## src/rtl/uart_echo_tester.sv

```systemverilog
// UART echo initiator: sends a byte pattern over an 8N1 link and checks the echoed bytes.
// Define UART_ECHO_TESTER_PRBS_EN for a PRBS-8 pattern instead of the incrementing one.
module uart_echo_tester #(
  parameter int unsigned CLK_FREQ     = 50000000,
  parameter int unsigned BAUD_RATE    = 115200,
  parameter int unsigned TIMEOUT_BITS = 20
) (
  input  logic       clk,
  input  logic       rst,
  input  logic       start,
  input  logic [7:0] byte_count,
  input  logic [7:0] seed,
  input  logic       uart_rxd,
  output logic       uart_txd,
  output logic       busy,
  output logic       done,
  output logic [7:0] err_cnt,
  output logic       timeout_flag,
  output logic [7:0] last_rx
);

  localparam int unsigned BIT_DIV  = CLK_FREQ / BAUD_RATE;
  localparam int unsigned HALF_DIV = BIT_DIV / 2;
  localparam int unsigned DIV_W    = (BIT_DIV > 2) ? $clog2(BIT_DIV) : 1;
  localparam int unsigned TMO_W    = (TIMEOUT_BITS > 2) ? $clog2(TIMEOUT_BITS) : 1;
  localparam logic [DIV_W-1:0] DIV_MAX = DIV_W'(BIT_DIV - 1);
  localparam logic [DIV_W-1:0] HALF_M1 = DIV_W'(HALF_DIV - 1);
  localparam logic [TMO_W-1:0] TMO_MAX = TMO_W'(TIMEOUT_BITS - 1);

  typedef enum logic [2:0] {
    IDLE,
    SEND,
    WAIT_ECHO,
    CHECK,
    DONE
  } state_e;

  // receiver state
  logic             rx_meta_q, rx_sync_q, rx_prev_q, rx_act_q;
  logic [DIV_W-1:0] rx_div_q;
  logic [3:0]       rx_bit_q;
  logic [7:0]       rx_shift_q;
  logic             rx_good_q, rx_ferr_q;
  logic [7:0]       rx_byte_q;

  // control / transmitter state
  state_e           state_q;
  logic             txd_q;
  logic [8:0]       tx_shift_q;
  logic [DIV_W-1:0] tx_div_q;
  logic [3:0]       tx_bit_q;
  logic [DIV_W-1:0] tmo_div_q;
  logic [TMO_W-1:0] tmo_bits_q;
  logic [7:0]       remain_q;
  logic [7:0]       pat_q;
  logic [7:0]       hold_q;
  logic             hold_vld_q;
  logic             busy_q, done_q, tmo_flag_q;
  logic [7:0]       err_q;
  logic [7:0]       last_rx_q;

  logic [7:0]       next_pat_d;
  logic [7:0]       first_pat_c;
  logic [7:0]       err_cnt_d;
  logic [2:0]       err_inc_c;
  logic [8:0]       err_sum_c;
  logic             tmo_evt_c, mis_evt_c, ferr_evt_c, ovr_evt_c, advance_c;

  // 8N1 receiver: centre-sampled, returns to idle right after the stop sample
  always_ff @(posedge clk or posedge rst) begin
    if (rst) begin
      rx_meta_q  <= 1'b1;
      rx_sync_q  <= 1'b1;
      rx_prev_q  <= 1'b1;
      rx_act_q   <= 1'b0;
      rx_div_q   <= '0;
      rx_bit_q   <= '0;
      rx_shift_q <= '0;
      rx_good_q  <= 1'b0;
      rx_ferr_q  <= 1'b0;
      rx_byte_q  <= '0;
    end else begin
      rx_meta_q <= uart_rxd;
      rx_sync_q <= rx_meta_q;
      rx_prev_q <= rx_sync_q;
      rx_good_q <= 1'b0;
      rx_ferr_q <= 1'b0;
      if (!rx_act_q) begin
        if (rx_prev_q && !rx_sync_q) begin
          rx_act_q <= 1'b1;
          rx_div_q <= HALF_M1;
          rx_bit_q <= 4'd0;
        end
      end else if (rx_div_q != '0) begin
        rx_div_q <= rx_div_q - 1'b1;
      end else begin
        rx_div_q <= DIV_MAX;
        rx_bit_q <= rx_bit_q + 4'd1;
        if (rx_bit_q == 4'd0) begin
          if (rx_sync_q) rx_act_q <= 1'b0;
        end else if (rx_bit_q == 4'd9) begin
          rx_act_q  <= 1'b0;
          rx_good_q <= rx_sync_q;
          rx_ferr_q <= !rx_sync_q;
          rx_byte_q <= rx_shift_q;
        end else begin
          rx_shift_q <= {rx_sync_q, rx_shift_q[7:1]};
        end
      end
    end
  end

  always_comb begin
    next_pat_d  = pat_q;
    first_pat_c = seed;
`ifdef UART_ECHO_TESTER_PRBS_EN
    next_pat_d  = {pat_q[6:0], pat_q[7] ^ pat_q[5] ^ pat_q[4] ^ pat_q[3]};
    first_pat_c = (seed == 8'h00) ? 8'h01 : seed;
`else
    next_pat_d  = pat_q + 8'd1;
`endif
  end

  // error events may coincide; each adds one, total saturates at 255
  always_comb begin
    tmo_evt_c  = (state_q == WAIT_ECHO) && !hold_vld_q &&
                 (tmo_div_q == DIV_MAX) && (tmo_bits_q == TMO_MAX);
    mis_evt_c  = (state_q == CHECK) && (hold_q != pat_q);
    ferr_evt_c = busy_q && rx_ferr_q;
    ovr_evt_c  = busy_q && rx_good_q && hold_vld_q;
    advance_c  = tmo_evt_c || (state_q == CHECK);
    err_inc_c  = 3'(tmo_evt_c) + 3'(mis_evt_c) + 3'(ferr_evt_c) + 3'(ovr_evt_c);
    err_sum_c  = {1'b0, err_q} + {6'd0, err_inc_c};
    err_cnt_d  = err_sum_c[8] ? 8'hFF : err_sum_c[7:0];
  end

  always_ff @(posedge clk or posedge rst) begin
    if (rst) begin
      state_q    <= IDLE;
      txd_q      <= 1'b1;
      tx_shift_q <= '1;
      tx_div_q   <= '0;
      tx_bit_q   <= '0;
      tmo_div_q  <= '0;
      tmo_bits_q <= '0;
      remain_q   <= '0;
      pat_q      <= '0;
      hold_q     <= '0;
      hold_vld_q <= 1'b0;
      busy_q     <= 1'b0;
      done_q     <= 1'b0;
      tmo_flag_q <= 1'b0;
      err_q      <= '0;
      last_rx_q  <= '0;
    end else begin
      done_q <= 1'b0;
      err_q  <= err_cnt_d;
      if (rx_good_q) begin
        last_rx_q <= rx_byte_q;
        if (busy_q && !hold_vld_q) begin
          hold_q     <= rx_byte_q;
          hold_vld_q <= 1'b1;
        end
      end
      case (state_q)
        IDLE: begin
          if (start) begin
            remain_q   <= byte_count;
            pat_q      <= first_pat_c;
            err_q      <= '0;
            tmo_flag_q <= 1'b0;
            hold_vld_q <= 1'b0;
            busy_q     <= 1'b1;
            if (byte_count == 8'd0) begin
              state_q <= DONE;
            end else begin
              state_q    <= SEND;
              txd_q      <= 1'b0;
              tx_shift_q <= {1'b1, first_pat_c};
              tx_div_q   <= '0;
              tx_bit_q   <= 4'd0;
            end
          end
        end
        SEND: begin
          if (tx_div_q == DIV_MAX) begin
            tx_div_q <= '0;
            if (tx_bit_q == 4'd9) begin
              state_q    <= WAIT_ECHO;
              tmo_div_q  <= '0;
              tmo_bits_q <= '0;
            end else begin
              tx_bit_q   <= tx_bit_q + 4'd1;
              txd_q      <= tx_shift_q[0];
              tx_shift_q <= {1'b1, tx_shift_q[8:1]};
            end
          end else begin
            tx_div_q <= tx_div_q + 1'b1;
          end
        end
        WAIT_ECHO: begin
          if (hold_vld_q) begin
            state_q <= CHECK;
          end else if (tmo_div_q == DIV_MAX) begin
            tmo_div_q  <= '0;
            tmo_bits_q <= tmo_bits_q + 1'b1;
          end else begin
            tmo_div_q <= tmo_div_q + 1'b1;
          end
          if (tmo_evt_c) tmo_flag_q <= 1'b1;
        end
        CHECK: hold_vld_q <= 1'b0;
        DONE: begin
          done_q  <= 1'b1;
          busy_q  <= 1'b0;
          state_q <= IDLE;
        end
        default: state_q <= IDLE;
      endcase
      // next byte goes straight out, no idle gap
      if (advance_c) begin
        remain_q <= remain_q - 8'd1;
        if (remain_q == 8'd1) begin
          state_q <= DONE;
        end else begin
          pat_q      <= next_pat_d;
          state_q    <= SEND;
          txd_q      <= 1'b0;
          tx_shift_q <= {1'b1, next_pat_d};
          tx_div_q   <= '0;
          tx_bit_q   <= 4'd0;
        end
      end
    end
  end

  assign uart_txd     = txd_q;
  assign busy         = busy_q;
  assign done         = done_q;
  assign err_cnt      = err_q;
  assign timeout_flag = tmo_flag_q;
  assign last_rx      = last_rx_q;

endmodule
```

## config.mk

```make
export PLATFORM = sky130hd
export DESIGN_NAME = uart_echo_tester
export DESIGN_NICKNAME = d
export VERILOG_FILES = /design/src/rtl/uart_echo_tester.sv
export SDC_FILE = /design/constraint.sdc
export NUM_CORES = 1
export LEC_CHECK = 0
export ABC_AREA = 1
export BUFFER_PORTS_ARGS = -buffer_cell sky130_fd_sc_hd__buf_2
export CORE_MARGIN = 1.5
export CORE_UTILIZATION = 55
export CTS_CLUSTER_DIAMETER = 50
export CTS_CLUSTER_SIZE = 24
export DETAILED_ROUTE_END_ITERATION = 8
export PLACE_DENSITY = 0.73
export SYNTH_ARGS = -nofsm -noshare
export SYNTH_HDL_FRONTEND = slang
export SYNTH_SLANG_ARGS = --single-unit
export TNS_END_PERCENT = 50
```

## constraint.sdc

```tcl
create_clock -name clk -period 10.6 [get_ports clk]
set_clock_uncertainty 0.1 [all_clocks]
set_input_delay 1.06 -clock clk [delete_from_list [all_inputs] [get_ports clk]]
set_output_delay 1.06 -clock clk [all_outputs]
set_load 0.02 [all_outputs]
```

==> After elaboration in Yosys (flattened, before gate mapping) <==
Cells that the tools add are included.
{ "word_totals": {"inputBits": 20, "out_inout_bits": 20, "ff_bits": 119} }
{ "op_classes": {"n_bitwise": 3, "addsub": 12, "mux": 85, "eq_ne": 23, "n_reduce_logical": 32} }
{ "op_table": {"columns": ["operator", "n"], "rows": [
  ["two-way mux 9 bit", 18],
  ["two-way mux 8 bit", 10],
  ["one-hot mux 9 bit (2 select lines)", 3],
  ["two-way mux 4 bit", 9],
  ["two-way mux 1 bit", 27],
  ["two-way mux 3 bit", 7],
  ["two-way mux 5 bit", 4],
  ["adder 9 x 1 -> 9 bit, second input constant", 2],
  ["== test 9 bit, second input constant", 2],
  ["!= test 2 bit, second input constant", 7],
  ["!= test 3 bit, second input constant", 4],
  ["one-hot mux 3 bit (4 select lines)", 1],
  ["AND reduction 4 bit", 3],
  ["nonzero test 2 bit", 6],
  ["one-hot mux 5 bit (2 select lines)", 1],
  ["AND reduction 5 bit", 2],
  ["adder 8 x 3 -> 9 bit", 1],
  ["logical AND 1 bit", 9],
  ["nonzero test 9 bit", 1],
  ["subtractor 9 x 1 -> 9 bit, second input constant", 1],
  ["adder 4 x 1 -> 4 bit, second input constant", 2],
  ["adder 8 x 1 -> 8 bit, second input constant", 1],
  ["== test 4 bit, second input constant", 2],
  ["== test 8 x 1 -> 1 bit, second input constant", 1],
  ["21 further kinds", 31]
]} }

==> Logic depth before layout (Yosys ltp) <==
{ "logic_depth": {"word_depth": 11, "depth_mapped": 17, "depth_no_buf": 17} }

==> Worst setup path after synthesis <==
Ideal clock, no wire load.
{ "synth_timing": {"path_kind": "register to register", "startpoint": "register tmo_bits_q[0]", "endpoint": "register err_q[3] (netlist: err_cnt[3])", "arrival_ns": 3.104, "slack_ns": 7.334, "setup_time_ns": 0.063, "synth_period_minus_slack_ns": 3.266, "stages_incl_launch_ff": 17, "path_cell_list": "dfrtp_1 ha_1 nand2_1 nor3_1 nand3_4 fa_1 fa_1 inv_1 fa_1 nand2_1 nor2_1 nand2_1 nor3b_1 nand2_1 nand3_1 nand2_1 inv_1"} }
{ "synth_via": {"elab_chain_len": 9} }
{ "synth_lines": {"columns": ["element", "line", "rtl"], "rows": [
  ["start, declared", "53", "logic [TMO_W-1:0] tmo_bits_q;"],
  ["start signal, assigned", "206", "tmo_bits_q <= tmo_bits_q + 1'b1;"],
  ["== test 5 bit (*)", "127", "(tmo_div_q == DIV_MAX) && (tmo_bits_q == TMO_MAX);"],
  ["logical AND 1 bit (*)", "127", null],
  ["adder 1 x 1 -> 2 bit (*)", "132", "err_inc_c = 3'(tmo_evt_c) + 3'(mis_evt_c) + 3'(ferr_evt_c) + 3'(ovr_evt_c);"],
  ["adder 2 x 1 -> 3 bit (*)", "132", null],
  ["adder 3 x 1 -> 3 bit (*)", "132", null],
  ["adder 8 x 3 -> 9 bit (*)", "133", "err_sum_c = {1'b0, err_q} + {6'd0, err_inc_c};"],
  ["two-way mux 8 bit (*)", "134", "err_cnt_d = err_sum_c[8] ? 8'hFF : err_sum_c[7:0];"],
  ["two-way mux 8 bit", "167", "if (start) begin"],
  ["two-way mux 8 bit (*)", "165", "case (state_q)"],
  ["end signal, assigned", "157", "err_q <= err_cnt_d;"],
  ["end, declared", "59", "logic [7:0] err_q;"]
]} }
Mark *: on every way between the ends. The rest lies on a longest branch, timed or not.
A chain may end at the register's enable or synchronous reset.

==> Worst setup path in the final report <==
{ "layout_timing": {"startpoint": "register tmo_bits_q[0]", "endpoint": "register err_q[1] (netlist: err_cnt[1])"} }
The elaborated chain is that of the path after synthesis.

==> results.toml <==
[run_status]
outcome = "finished, final reports clean"

[floorplan]
dieArea_sq_um = 12700
ioPinCount = 40
die_w_microns = 113
die-height_microns = 113
fp-row-count = 39
core_sq_um = 11600
initial_core_util = 0.571

[logic_synthesis]
syn_avg_cell_area_sq_um = 7.80
synthCells = 847
netlist_area_sq_um = 6610
post_synth_num_cell_types = 40
ys.flop_type = "dfrtp_1"
synth_nets = 885
synth_edf_count = 0
yosys_warnings = 0
ys_seq_area_frac = 0.453
postSynth.asyncResetShare = 1.00
ys_ff_latch = 119

[setup_path]
slowest_stage = "fa_1"
critPathBufInv = 1
ff2ff_path_depth = 14
worstSetupPathType = "flip-flop to flip-flop"
r2r-start = "tmo_bits_q[0]"
crit_path_end = "err_cnt[1]"
cp_cell_sequence = "ha_1, nand2_1, nor3_1, nand3_4, fa_1, fa_1, inv_1, fa_1, nand2_1, nor2_1, nand2_1, nor3b_1, nand2_1, a21oi_1"
crit_top_cell = "nand2_1"
endpoint_kind = "flip-flop"
crit_family = "adder cells"
arrival_ps = 3900
r2r_setup_slack_ps = 6930
worstPathRequired_ps = 10830
cp_max_fo = 6
critPathLaunch = "tmo_bits_q[0]"
start_kind = "flip-flop"
worstReg2RegEnd = "err_cnt[1]"
path_depth = 14
cpPeakStageDelay_ps = 510

[global_routing]
grt_usage = 0.238
grt_pass1_vias = 5299
grt_pass1_wl_microns = 24100
overflow = 0
grt_max_degree = 84
grt_antenna_before_repair = 0

[timing]
min_period_ps = 3670
slew_headroom = 0.304
worstMarginPinSlew_ps = 1040
hold_violations = 0
max_freq_ghz = 0.272
timing.final.crit_share = 0.347
rsz0062_at_grt = "no"
fin_tns_setup_ps = 0
setup_viol = 0
finalMaxSlewViolations = 0

[clock_tree]
ctsResizeCount = 0
clockBufferDepth = 2
clk_pin_slew_worst_paths_ps = 60
root_buffer = "clkbuf_16"
cts_sinks = 119
hold_buffers = 0
htree_levels = 4
tritoncts = "built"
post_cts_buffers = 0
cts_buffers = 17
clkLatencyLatePin_ps = 420

[layout]
multi_input_area_sq_um = 3020
antenna_cells = 0
final_nets = 928
finalNonFillerCells = 1046
final_area_sq_um = 7500
fillers = 984
fin_util = 0.648
syn2layout_area_growth_pct = 13.5
layout-drive-gt1-share = 0.153
seq_area_sq_um = 2990

[detailed_routing]
num_vias = 5534
firstDrtPassIters = 6
drtAntennaViolNets = 0
routed_wl_microns = 14000
avgViaCountPerCell = 5.29
routedWlPerCell_microns = 13.4
drc = 0
drt_iter0_markers = 461

[power_and_ir_drop]
irDropWorstVdd_mv = 0.172
powerDensity_nw_per_um2 = 157
leakage_nw = 3.76

[job]
drv_cap = 0

[placed_design]
hpwl_microns = 9740
numPlacedInstances = 1014
portBuffers = 39
dpl_cell_area_sq_um = 6900
place.gp.congestion = 0.834

[worst_hold_path]
hold_class = "flip-flop to flip-flop"
min_from = "rx_meta_q"
[worst min-delay path by stage]
stage,end,slack (ps),cells after the start
CTS,rx_sync_q,260,0
detailed placement,rx_sync_q,250,0
global placement,rx_sync_q,250,0
floorplan,rx_sync_q,250,0
global route,rx_sync_q,270,0
finish,rx_sync_q,270,0
[stage by stage]
step / worst slack, ps / hold WS [ps] / power [mW]
6_report: 6930 / 265 / 1.18
4_1_cts: 6930 / 262 / 1.19
3_5_place_dp: 6990 / 251 / 0.600
3_3_place_gp: 7150 / 247 / 0.593
2_1_floorplan: 6300 / 245 / 0.573
5_1_grt: 6530 / 272 / 1.22
[cell usage in the layout (no fill, tap or decap), drive strengths merged]
cell      instances
nand4            12
xor2             16
nor3              9
or2               6
a21oi            21
o21ai            88
nand2           226
nand3            84
clkinv            9
fa                3
nor2             76
ha               15
clkbuf           20
nor4              1
o211ai            4
inv             130
buf              41
xnor2            12
dfrtp           106
dfstp            13
nor3b             1
and3              1
o22ai             3
clkinvlp          1
nand3b            2
bufinv            3
[kinds of logic after synthesis]
family,synth area share
xor gates and xnor gates,0.0371
adders and majority gates,0.0375
DFF,0.453
and+or+nand+nor,0.288
AOI/OAI and AO/OA,0.0934
buffers and inverters,0.0903
[routing by layer]
layer,vias up,share of wire,global-route usage
met3,20,0.035,0.0637
met4,0,0.018,0.0835
met5,-,0,0
met2,113,0.50,0.405
met1,2618,0.44,0.292
li1,2783,-,-
[area by class of cell]
cell class / count / area share
inverters: 131 / 0.0666
repair buffers: 41 / 0.0280
well taps: 143 / 0.0239
clock buffers: 20 / 0.0596
clock inverters: 12 / 0.0204
multi-input cells: 580 / 0.402
flip-flops and latches: 119 / 0.399
[state kept, by name, indices dropped and copies added (netlist names), 9 cells and up]
name        flops
tx_div_q        9
tmo_div_q       9
rx_div_q        9
tx_shift_q      9
[worst register-to-register path, delay by kind of cell (launching register included)]
| family | cells | cell delay, ps |
|---|---|---|
| buf+inv | 1 | 80 |
| compound gates | 1 | 200 |
| simple gates | 8 | 1370 |
| fa+ha+maj | 4 | 1420 |
| flops | 1 | 420 |
[cell usage after synthesis (2+ instances only)]
library cell / instances / area, sq um
nor2_4: 5 / 56.3
nand3_4: 3 / 52.6
nand2_4: 4 / 45.0
fa_1: 3 / 60.1
o22ai_1: 3 / 18.8
buf_2: 7 / 35.0
o21ai_1: 18 / 90.1
nand3_1: 79 / 395
o21ai_0: 64 / 320
dfrtp_1: 106 / 2650
clkinv_1: 2 / 7.51
xor2_1: 16 / 140
buf_6: 3 / 33.8
nor2_1: 65 / 244
dfstp_2: 13 / 342
ha_1: 15 / 188
o21ai_2: 6 / 52.6
xnor2_1: 12 / 105
nand2_2: 7 / 43.8
or2_2: 6 / 37.5
nand3_2: 2 / 20.0
inv_1: 118 / 443
nor2_2: 6 / 37.5
nand2_1: 215 / 807
a21oi_1: 21 / 105
nand3b_1: 2 / 15.0
nor3_1: 8 / 40.0
inv_4: 2 / 12.5
o211ai_1: 4 / 30.0
clkbuf_1: 4 / 15.0
inv_2: 9 / 33.8
nand4_1: 11 / 68.8
[report_power, final]
part / internal [mW] / switching, mW / total, mW
logic: 0.0351 / 0.0645 / 0.0995
registers: 0.477 / 0.0159 / 0.493
clock network: 0.375 / 0.211 / 0.586
total: 0.887 / 0.291 / 1.18
Note: power is estimated with default switching activity, not from simulation.
